===== config.mk =====
export PLATFORM = sky130hd
export DESIGN_NAME = mailbox_fifo
export DESIGN_NICKNAME = d
export VERILOG_FILES = /design/src/rtl/mailbox_pkg.sv /design/src/rtl/mailbox_fifo_core.sv /design/src/rtl/mailbox_fifo.sv
export SDC_FILE = /design/constraint.sdc
export NUM_CORES = 1
export LEC_CHECK = 0
export CAP_MARGIN = 40
export CORE_UTILIZATION = 35
export CTS_CLUSTER_SIZE = 40
export DETAILED_ROUTE_END_ITERATION = 7
export SKIP_CTS_REPAIR_TIMING = 1
export SLEW_MARGIN = 15
export SYNTH_ARGS = -nofsm -noshare
export SYNTH_HDL_FRONTEND = slang
export SYNTH_SLANG_ARGS = --single-unit

===== constraint.sdc =====
create_clock -name clk -period 3.3 [get_ports clk]
set_input_delay 0.66 -clock clk [delete_from_list [all_inputs] [get_ports clk]]
set_output_delay 0.66 -clock clk [all_outputs]
set_load 0.005 [all_outputs]

===== src/rtl/mailbox_pkg.sv =====
// Shared definitions for the dual-direction mailbox: register offsets,
// STATUS bit positions and a helper that assembles the STATUS byte.
// Optional feature macro: MAILBOX_IRQ_EN (adds irq_a / irq_b outputs).
package mailbox_pkg;

  localparam logic [7:0] REG_DATA   = 8'h00;
  localparam logic [7:0] REG_STATUS = 8'h01;

  localparam int ST_RX_NE   = 0;
  localparam int ST_TX_FULL = 1;
  localparam int ST_OVF     = 2;
  localparam int ST_UDF     = 3;
  localparam int ST_MASK    = 7;

  function automatic logic [7:0] pack_status(input logic rx_ne, input logic tx_full,
                                             input logic ovf, input logic udf,
                                             input logic mask);
    logic [7:0] s;
    s              = 8'h00;
    s[ST_RX_NE]    = rx_ne;
    s[ST_TX_FULL]  = tx_full;
    s[ST_OVF]      = ovf;
    s[ST_UDF]      = udf;
    s[ST_MASK]     = mask;
    return s;
  endfunction

endpackage


===== src/rtl/mailbox_fifo_core.sv =====
// Synchronous byte FIFO for one mailbox direction. Pushes to a full FIFO
// and pops from an empty one are ignored here; the caller flags them.
// The popped byte appears on dout_o the cycle after pop_i, else 8'h00.
module mailbox_fifo_core #(
  parameter  int DEPTH = 16,
  localparam int AW    = $clog2(DEPTH),
  localparam int CW    = AW + 1
) (
  input  logic          clk,
  input  logic          reset,
  input  logic          push_i,
  input  logic [7:0]    din_i,
  input  logic          pop_i,
  output logic [7:0]    dout_o,
  output logic [CW-1:0] count_o,
  output logic          full_o,
  output logic          empty_o
);

  logic [7:0]    mem [DEPTH];
  logic [AW-1:0] wr_ptr_q;
  logic [AW-1:0] rd_ptr_q;
  logic [CW-1:0] count_q;
  logic [7:0]    dout_q;
  logic          push_ok;
  logic          pop_ok;

  // Fullness/emptiness come from the count at the start of the cycle.
  assign full_o  = (count_q == CW'(DEPTH));
  assign empty_o = (count_q == '0);
  assign push_ok = push_i && !full_o;
  assign pop_ok  = pop_i && !empty_o;
  assign count_o = count_q;
  assign dout_o  = dout_q;

  // Storage write; the array itself carries no reset.
  always_ff @(posedge clk) begin
    if (push_ok) mem[wr_ptr_q] <= din_i;
  end

  // Pointer and occupancy tracking; pointers wrap naturally at DEPTH.
  always_ff @(posedge clk or posedge reset) begin
    if (reset) begin
      wr_ptr_q <= '0;
      rd_ptr_q <= '0;
      count_q  <= '0;
    end else begin
      if (push_ok) wr_ptr_q <= wr_ptr_q + AW'(1);
      if (pop_ok)  rd_ptr_q <= rd_ptr_q + AW'(1);
      case ({push_ok, pop_ok})
        2'b10:   count_q <= count_q + CW'(1);
        2'b01:   count_q <= count_q - CW'(1);
        default: count_q <= count_q;
      endcase
    end
  end

  // Registered read port: popped byte for one cycle, zero otherwise.
  always_ff @(posedge clk or posedge reset) begin
    if (reset) dout_q <= 8'h00;
    else       dout_q <= pop_ok ? mem[rd_ptr_q] : 8'h00;
  end

endmodule


===== src/rtl/mailbox_fifo.sv =====
// Two-sided mailbox: FIFO AB (A pushes, B pops) and FIFO BA (B pushes,
// A pops), each side with a DATA and a STATUS register at its own base.
// Optional feature macro: MAILBOX_IRQ_EN adds registered irq_a / irq_b
// and a writable per-side mask (STATUS bit7).
module mailbox_fifo
  import mailbox_pkg::*;
#(
  parameter logic [7:0] DEVADDR_A = 8'h28,
  parameter logic [7:0] DEVADDR_B = 8'h28,
  parameter int         DEPTH     = 16
) (
  input  logic       clk,
  input  logic       reset,
  input  logic [7:0] OUTBUS_ADDR_A,
  input  logic [7:0] OUTBUS_DATA_A,
  input  logic       OUTBUS_WE_A,
  input  logic [7:0] OUTBUS_ADDR_B,
  input  logic [7:0] OUTBUS_DATA_B,
  input  logic       OUTBUS_WE_B,
  input  logic [7:0] INBUS_ADDR_A,
  output logic [7:0] INBUS_DATA_A,
  input  logic       INBUS_RE_A,
  input  logic [7:0] INBUS_ADDR_B,
  output logic [7:0] INBUS_DATA_B,
  input  logic       INBUS_RE_B
`ifdef MAILBOX_IRQ_EN
  ,
  output logic       irq_a,
  output logic       irq_b
`endif
);

  localparam int CW = $clog2(DEPTH) + 1;

  // Side 0 is A, side 1 is B; FIFO n is the one side n pushes into.
  logic [7:0]    out_addr   [2];
  logic [7:0]    out_data   [2];
  logic [7:0]    in_addr    [2];
  logic [7:0]    in_data    [2];
  logic [7:0]    fifo_dout  [2];
  logic [CW-1:0] fifo_count [2];
  logic [1:0]    out_we;
  logic [1:0]    in_re;
  logic [1:0]    rd_data_hit;
  logic [1:0]    fifo_full;
  logic [1:0]    fifo_empty;

  assign out_addr[0] = OUTBUS_ADDR_A;
  assign out_addr[1] = OUTBUS_ADDR_B;
  assign out_data[0] = OUTBUS_DATA_A;
  assign out_data[1] = OUTBUS_DATA_B;
  assign out_we      = {OUTBUS_WE_B, OUTBUS_WE_A};
  assign in_addr[0]  = INBUS_ADDR_A;
  assign in_addr[1]  = INBUS_ADDR_B;
  assign in_re       = {INBUS_RE_B, INBUS_RE_A};
  assign INBUS_DATA_A = in_data[0];
  assign INBUS_DATA_B = in_data[1];

`ifdef MAILBOX_IRQ_EN
  logic [1:0] irq;
  assign irq_a = irq[0];
  assign irq_b = irq[1];
`endif

  for (genvar gi = 0; gi < 2; gi++) begin : gen_side
    localparam logic [7:0] BASE = (gi == 0) ? DEVADDR_A : DEVADDR_B;
    localparam int         RX   = 1 - gi;

    logic       wr_data_hit;
    logic       wr_stat_hit;
    logic       rd_stat_hit;
    logic       ovf_q;
    logic       udf_q;
    logic       mask;
    logic [7:0] stat_rd_q;
    logic [7:0] status;

    assign wr_data_hit     = out_we[gi] && (out_addr[gi] == BASE + REG_DATA);
    assign wr_stat_hit     = out_we[gi] && (out_addr[gi] == BASE + REG_STATUS);
    assign rd_data_hit[gi] = in_re[gi]  && (in_addr[gi]  == BASE + REG_DATA);
    assign rd_stat_hit     = in_re[gi]  && (in_addr[gi]  == BASE + REG_STATUS);

    assign status = pack_status(fifo_count[RX] != '0, fifo_full[gi], ovf_q, udf_q, mask);

    mailbox_fifo_core #(.DEPTH(DEPTH)) u_fifo (
      .clk     (clk),
      .reset   (reset),
      .push_i  (wr_data_hit),
      .din_i   (out_data[gi]),
      .pop_i   (rd_data_hit[RX]),
      .dout_o  (fifo_dout[gi]),
      .count_o (fifo_count[gi]),
      .full_o  (fifo_full[gi]),
      .empty_o (fifo_empty[gi])
    );

    // Sticky error flags: a new event wins over a same-cycle W1C clear.
    always_ff @(posedge clk or posedge reset) begin
      if (reset) begin
        ovf_q <= 1'b0;
        udf_q <= 1'b0;
      end else begin
        if (wr_data_hit && fifo_full[gi])                ovf_q <= 1'b1;
        else if (wr_stat_hit && out_data[gi][ST_OVF])    ovf_q <= 1'b0;
        if (rd_data_hit[gi] && fifo_empty[RX])           udf_q <= 1'b1;
        else if (wr_stat_hit && out_data[gi][ST_UDF])    udf_q <= 1'b0;
      end
    end

    // STATUS read path: snapshot of the current state, one-cycle latency.
    always_ff @(posedge clk or posedge reset) begin
      if (reset) stat_rd_q <= 8'h00;
      else       stat_rd_q <= rd_stat_hit ? status : 8'h00;
    end

    // Both read sources are zero when idle, so they OR onto the bus.
    assign in_data[gi] = fifo_dout[RX] | stat_rd_q;

`ifdef MAILBOX_IRQ_EN
    logic mask_q;
    logic irq_q;
    assign mask    = mask_q;
    assign irq[gi] = irq_q;

    // Interrupt mask, loaded from bit7 of any STATUS write.
    always_ff @(posedge clk or posedge reset) begin
      if (reset)            mask_q <= 1'b0;
      else if (wr_stat_hit) mask_q <= out_data[gi][ST_MASK];
    end

    // Registered interrupt: data waiting for this side and unmasked.
    always_ff @(posedge clk or posedge reset) begin
      if (reset) irq_q <= 1'b0;
      else       irq_q <= (fifo_count[RX] != '0) && mask_q;
    end
`else
    assign mask = 1'b0;
`endif
  end

endmodule


* Word level (Yosys, flattened, before mapping) *
Memory sizes are Yosys's and may differ from the RTL's.
Index checks and enable logic that the tools add are counted.

operators by class
  add/subtract/negate cells = 8
  equality and inequality tests = 14
  multiplexer cells = 18
  bitwise logic cells = 2
  reductions and logical operators = 34

operator list
  cell                                                 number
  equality test 8 x 6 -> 1 bit, second input constant  8
  logical AND 1 bit                                    20
  case mux 5 bit (2 select lines)                      2
  adder 4 x 1 -> 4 bit, second input constant          4
  two-way mux 8 bit                                    2
  OR 8 x 4 -> 8 bit                                    2
  two-way mux 1 bit                                    12
  nonzero test 2 bit                                   6
  adder 5 x 1 -> 5 bit, second input constant          2
  equality test 5 bit, second input constant           2
  logical NOT 5 bit                                    2
  nonzero test 5 bit                                   2
  subtractor 5 x 1 -> 5 bit, second input constant     2
  two-way mux 4 bit                                    2
  equality test 2 x 1 -> 1 bit, second input constant  2
  equality test 2 bit, second input constant           2
  logical NOT 1 bit                                    4

storage, ports and cells
  bits in registers = 54
  memory bits (writable) = 256
  input bits = 54
  output and inout port bits = 16
  word-level logic and storage cells = 92
  memories kept = 2

memory list
  name                    depth  width  rd ports  clocked after memory_dff  write ports  line                     text
  gen_side[0].u_fifo.mem  16     8      1         0                         1            mailbox_fifo_core.sv:20  logic [7:0] mem [DEPTH];
  gen_side[1].u_fifo.mem  16     8      1         0                         1            mailbox_fifo_core.sv:20

* Depth between registers and ports, before layout *
  depth after elaboration = 5
  mapped depth = 13
  mapped depth without buffers = 10

* Modules after synthesis *
Synthesis repeated with hierarchy kept, for this count alone.

second synthesis, totals
  cell total of the unflattened synthesis = 727
  area total of the unflattened synthesis = 12851.1 um^2

by module, submodules not included
  module             instances  cells an instance  area each (um^2)  seq. area each (um^2)
  mailbox_fifo_core  2          331                6090.8            4369.2
  mailbox_fifo       1          65                 669.4             300.3

* Worst setup path before layout *
OpenSTA, ideal clock, no wires.

  path type = in2reg
  start = input OUTBUS_ADDR_B[7]
  end = register gen_side[1].u_fifo.count_q[4]
  data arrival time = 3.073 ns
  required time = 3.167 ns
  slack = 0.094 ns
  cell stages on the path = 11
  path buffers = 1
  path through = or4bb_1 a2111oi_4 inv_1 ha_1 clkbuf_1 xor2_1 ha_1 and3b_1 o21ai_0 a21oi_1 xor2_1

on the way
  longest elaborated chain between the ends = 5
  elaborated cells between the ends (all ways) = 7

RTL lines
  what                                                                   line                     text
  start: declaration                                                     mailbox_fifo.sv:17       input logic [7:0] OUTBUS_ADDR_B,
  equality test 8 x 6 -> 1 bit *                                         mailbox_fifo.sv:78       assign wr_data_hit = out_we[gi] && (out_addr[gi] == BASE + REG_DATA);
  logical AND 1 bit *                                                    mailbox_fifo.sv:78
  logical AND 1 bit *                                                    mailbox_fifo_core.sv:31  assign push_ok = push_i && !full_o;
  equality test 2 x 1 -> 1 bit or equality test 2 bit (tied branches)    mailbox_fifo_core.sv:50  case ({push_ok, pop_ok})
  case mux 5 bit (2 select lines) or nonzero test 2 bit (tied branches)  --
  end signal: assignment                                                 mailbox_fifo_core.sv:51  2'b10: count_q <= count_q + CW'(1);
  end signal: assignment                                                 mailbox_fifo_core.sv:52  2'b01: count_q <= count_q - CW'(1);
  end signal: assignment                                                 mailbox_fifo_core.sv:53  default: count_q <= count_q;
  end: declaration                                                       mailbox_fifo_core.sv:23  logic [CW-1:0] count_q;

Mark *: on every way between the ends. The rest lies on a longest branch, timed or not.
A chain may end at the register's enable or synchronous reset.

* Final worst setup path *
  start = input OUTBUS_WE_B
  end = register gen_side[1].u_fifo.count_q[4]

on the way
  longest elaborated chain between the ends = 4
  elaborated cells between the ends (all ways) = 6

RTL lines
  what                                                                   line                     text
  start: declaration                                                     mailbox_fifo.sv:19       input logic OUTBUS_WE_B,
  logical AND 1 bit *                                                    mailbox_fifo.sv:78
  logical AND 1 bit *                                                    mailbox_fifo_core.sv:31
  equality test 2 x 1 -> 1 bit or equality test 2 bit (tied branches)    mailbox_fifo_core.sv:50
  case mux 5 bit (2 select lines) or nonzero test 2 bit (tied branches)  --

Marked as above.

==> metrics.cfg <==
[timing]
hold_viol=0
report.final.slew_viol_count=0
rsz0062_at_grt=false
timing.hold.ws_ns=0.502
finalSetupViolations=0
period_share=0.887
period_needed_ns=2.93
fmax_mhz=342
worst_slew_pin_slew_ns=0.812
slew_headroom=0.458
clock_skew_ns=0.0329

[synth]
syn-cell-area_um2=12400
synth_fa_ha_area_frac=0.0172
synth_cell_types=44
synth-seq-cells=310
yosys_warnings=0
ys_seq_area_frac=0.730
synthesis.nets=753
syn_inst=682
synthMuxAreaShare=0.120
synth_compound_area_frac=0.0445
syn_avg_cell_area_um2=18.2
synth_top_family_by_area=multiplexers
synth-simple-area-share=0.0484
synth_xor_area_frac=0.0170

[min_path]
holdPathStages=2
hp-class=flip-flop to flip-flop
hold_end=gen_side[0].stat_rd_q[3]
hold_start=gen_side[0].udf_q

[job]
max_cap_viol_count=0

[die]
die_y_um=190
num_io_pins=70
core_area_um2=34700
die_w_um=190
dieArea_um2=36100
rows=68
start_util=0.357

[grt]
overflow=0
grt_pass1_wl_um=38600
grt_pass1_vias=6717
grt_start_max_net_pins=36
antenna_found_initial=1
grt_usage=0.140

[cts]
path_clk_slew_ns=0.06
cts_buffer_depth=3
clockRootBuffer=clkbuf_16
clock-sinks=310
htreeDepth=2
clk_latency_ns=0.52
cts_buffers=34
cts_tree=done

[placed_design]
gp_congestion=0.759
portBuffers=69
postPlaceCellArea_um2=13900
hpwlAfterDp_um=15900

[cells_and_area]
area_growth_pct=21.1
drive_gt1_frac=0.234
regArea_um2=9040
fin_nets=874
multiInputGateArea_um2=3060
n_fill_cell=3059
fin_area_um2=15000

[worst_setup_path]
cp_data_arrival_time_ns=3.32
worstPathMaxFanout=3
start_kind=input pin
reg2reg_slack_ns=0.53
cp_slowest_cell=or4bb_1
worstPathCellList=clkdlybuf4s50_1 > or4bb_1 > a2111oi_4 > inv_1 > ha_1 > xor2_1 > ha_1 > and3b_1 > o21ai_0 > a21oi_1 > xor2_1
reg2reg_to=gen_side[0].u_fifo.count_o[4]
r2r-start=gen_side[0].u_fifo.count_o[1]
slowest_delay_ns=0.56
path_delay_family=simple AND/OR/NAND/NOR gates
required_ns=3.69
critPathKind=input pin to flip-flop
worstRegToRegCells=10
crit_buf_inv=2
endpoint_kind=flip-flop

[detailed_routing]
routed_wl_um=24600
drc=0
wl_per_cell_um=19.2
drtPass1Iterations=5
routed-via-count=6376
ant_nets=0
drt-initial-drc-count=482
viasPerCell=4.97

[power]
fin_total_pwr_mw=8.17
ir_drop_uv=328
p_leak_nw=5.27
power.density_nw_per_um2=544

[status]
status=completed

-- stage by stage --
stage               setup slack, ns  utilization  TNS [ns]  cells
global placement             -0.177        0.401    -0.311   1222
detailed placement           -0.222        0.401    -0.439   1222
CTS                           0.323        0.432         0   1283
finish                        0.372        0.432         0   1284
global route                  0.231        0.432         0   1283
floorplan                    0.0937            -         0    682
-- tightest hold or removal path, stage by stage (launching register included) --
cell and delay [ns]:
dfrtp_1 0.38, inv_1 0.06, nor2_1 0.04
-- registers in the layout (all words and copies together) (netlist names) --
| register | cells |
|---|---|
| gen_side.u_fifo.dout_o | 16 |
| gen_side.u_fifo.mem | 256 |
| gen_side.u_fifo.wr_ptr_q | 8 |
| gen_side.udf_q | 2 |
| gen_side.u_fifo.rd_ptr_q | 8 |
| gen_side.u_fifo.count_o | 10 |
| gen_side.stat_rd_q | 8 |
| gen_side.ovf_q | 2 |
-- worst max-delay path by stage --
stage                           startpoint                       endpoint  slack, ns  cells past startpoint
after CTS                      OUTBUS_WE_B  gen_side[1].u_fifo.count_o[4]       0.32                     11
after global routing           OUTBUS_WE_B  gen_side[1].u_fifo.count_o[4]       0.23                     11
after floorplan           OUTBUS_ADDR_B[7]  gen_side[1].u_fifo.count_o[4]       0.09                     11
final                          OUTBUS_WE_B  gen_side[1].u_fifo.count_o[4]       0.37                     11
after global placement         OUTBUS_WE_B  gen_side[1].u_fifo.count_o[4]      -0.18                     11
after detailed placement       OUTBUS_WE_B  gen_side[1].u_fifo.count_o[4]      -0.22                     11
-- Yosys cell counts (all sizes together) --
cell type / instances / area [um^2]
a2111oi: 1 / 27.5
a21o: 1 / 7.51
a21oi: 23 / 115
a22oi: 32 / 240
a311oi: 1 / 8.76
a31oi: 3 / 18.8
a32oi: 1 / 8.76
a41o: 1 / 10.0
and2: 2 / 12.5
and3b: 3 / 26.3
buf: 25 / 134
clkbuf: 20 / 75.1
dfrtp: 54 / 1350
edfxtp: 256 / 7690
ha: 17 / 213
inv: 21 / 78.8
mux2: 4 / 45.0
mux4: 64 / 1440
nand2: 19 / 71.3
nand2b: 5 / 31.3
nand3: 5 / 25.0
nand4: 3 / 18.8
nor2: 44 / 165
nor2b: 6 / 37.5
nor3: 8 / 40.0
nor3b: 1 / 7.51
nor4: 1 / 6.26
nor4b: 4 / 35.0
nor4bb: 3 / 30.0
o2111a: 1 / 11.3
o2111ai: 2 / 17.5
o211a: 1 / 10.0
o21a: 1 / 7.51
o21ai: 9 / 45.0
o2bb2ai: 1 / 8.76
o31ai: 2 / 15.0
or2: 9 / 56.3
or4: 2 / 15.0
or4b: 1 / 10.0
or4bb: 1 / 11.3
xnor2: 11 / 96.3
xor2: 13 / 114
-- layout by cell type, fill, tap and decap left out, drive strengths merged, types with 9 or more instances in the layout --
| cell type | count |
|---|---|
| edfxtp | 256 |
| clkdlybuf4s50 | 69 |
| mux4 | 64 |
| buf | 61 |
| dfrtp | 54 |
| nor2 | 44 |
| clkbuf | 44 |
| a22oi | 32 |
| inv | 24 |
| a21oi | 23 |
| nand2 | 19 |
| ha | 17 |
| xor2 | 13 |
| xnor2 | 11 |
| clkinv | 11 |
| o21ai | 9 |
| or2 | 9 |
-- per-layer routing --
metal | GRT usage | wire length [um]
met4 | 0.0468 | 651
met2 | 0.232 | 12100
met1 | 0.186 | 10600
met3 | 0.0264 | 1270
met5 | 0 | 0
-- logic make-up (layout without fill, tap and decap cells) --
kind of cell    Yosys count  count (layout)
compound gates           80              80
xor+xnor                 24              24
fa+ha+maj                17              17
buf+inv                  66             212
flops                   310             310
mux                      68              68
other cells               0               1
simple gates            117             117
-- where the power goes --
group / internal, mW / leakage (nW) / switching (mW)
Combinational: 0.131 / 1.72 / 0.126
Sequential: 4.25 / 3.01 / 0.0173
Clock: 2.14 / 0.532 / 1.50
-- layout make-up --
class | count | area share
Sequential cell | 310 | 0.603
Multi-Input combinational cell | 306 | 0.204
Timing Repair Buffer | 130 | 0.0782
Clock buffer | 44 | 0.0612
Tap cell | 455 | 0.0379
Clock inverter | 17 | 0.0105
Inverter | 21 | 0.00525
Antenna cell | 1 | 0.000167
(Power assumes the default switching activity.)
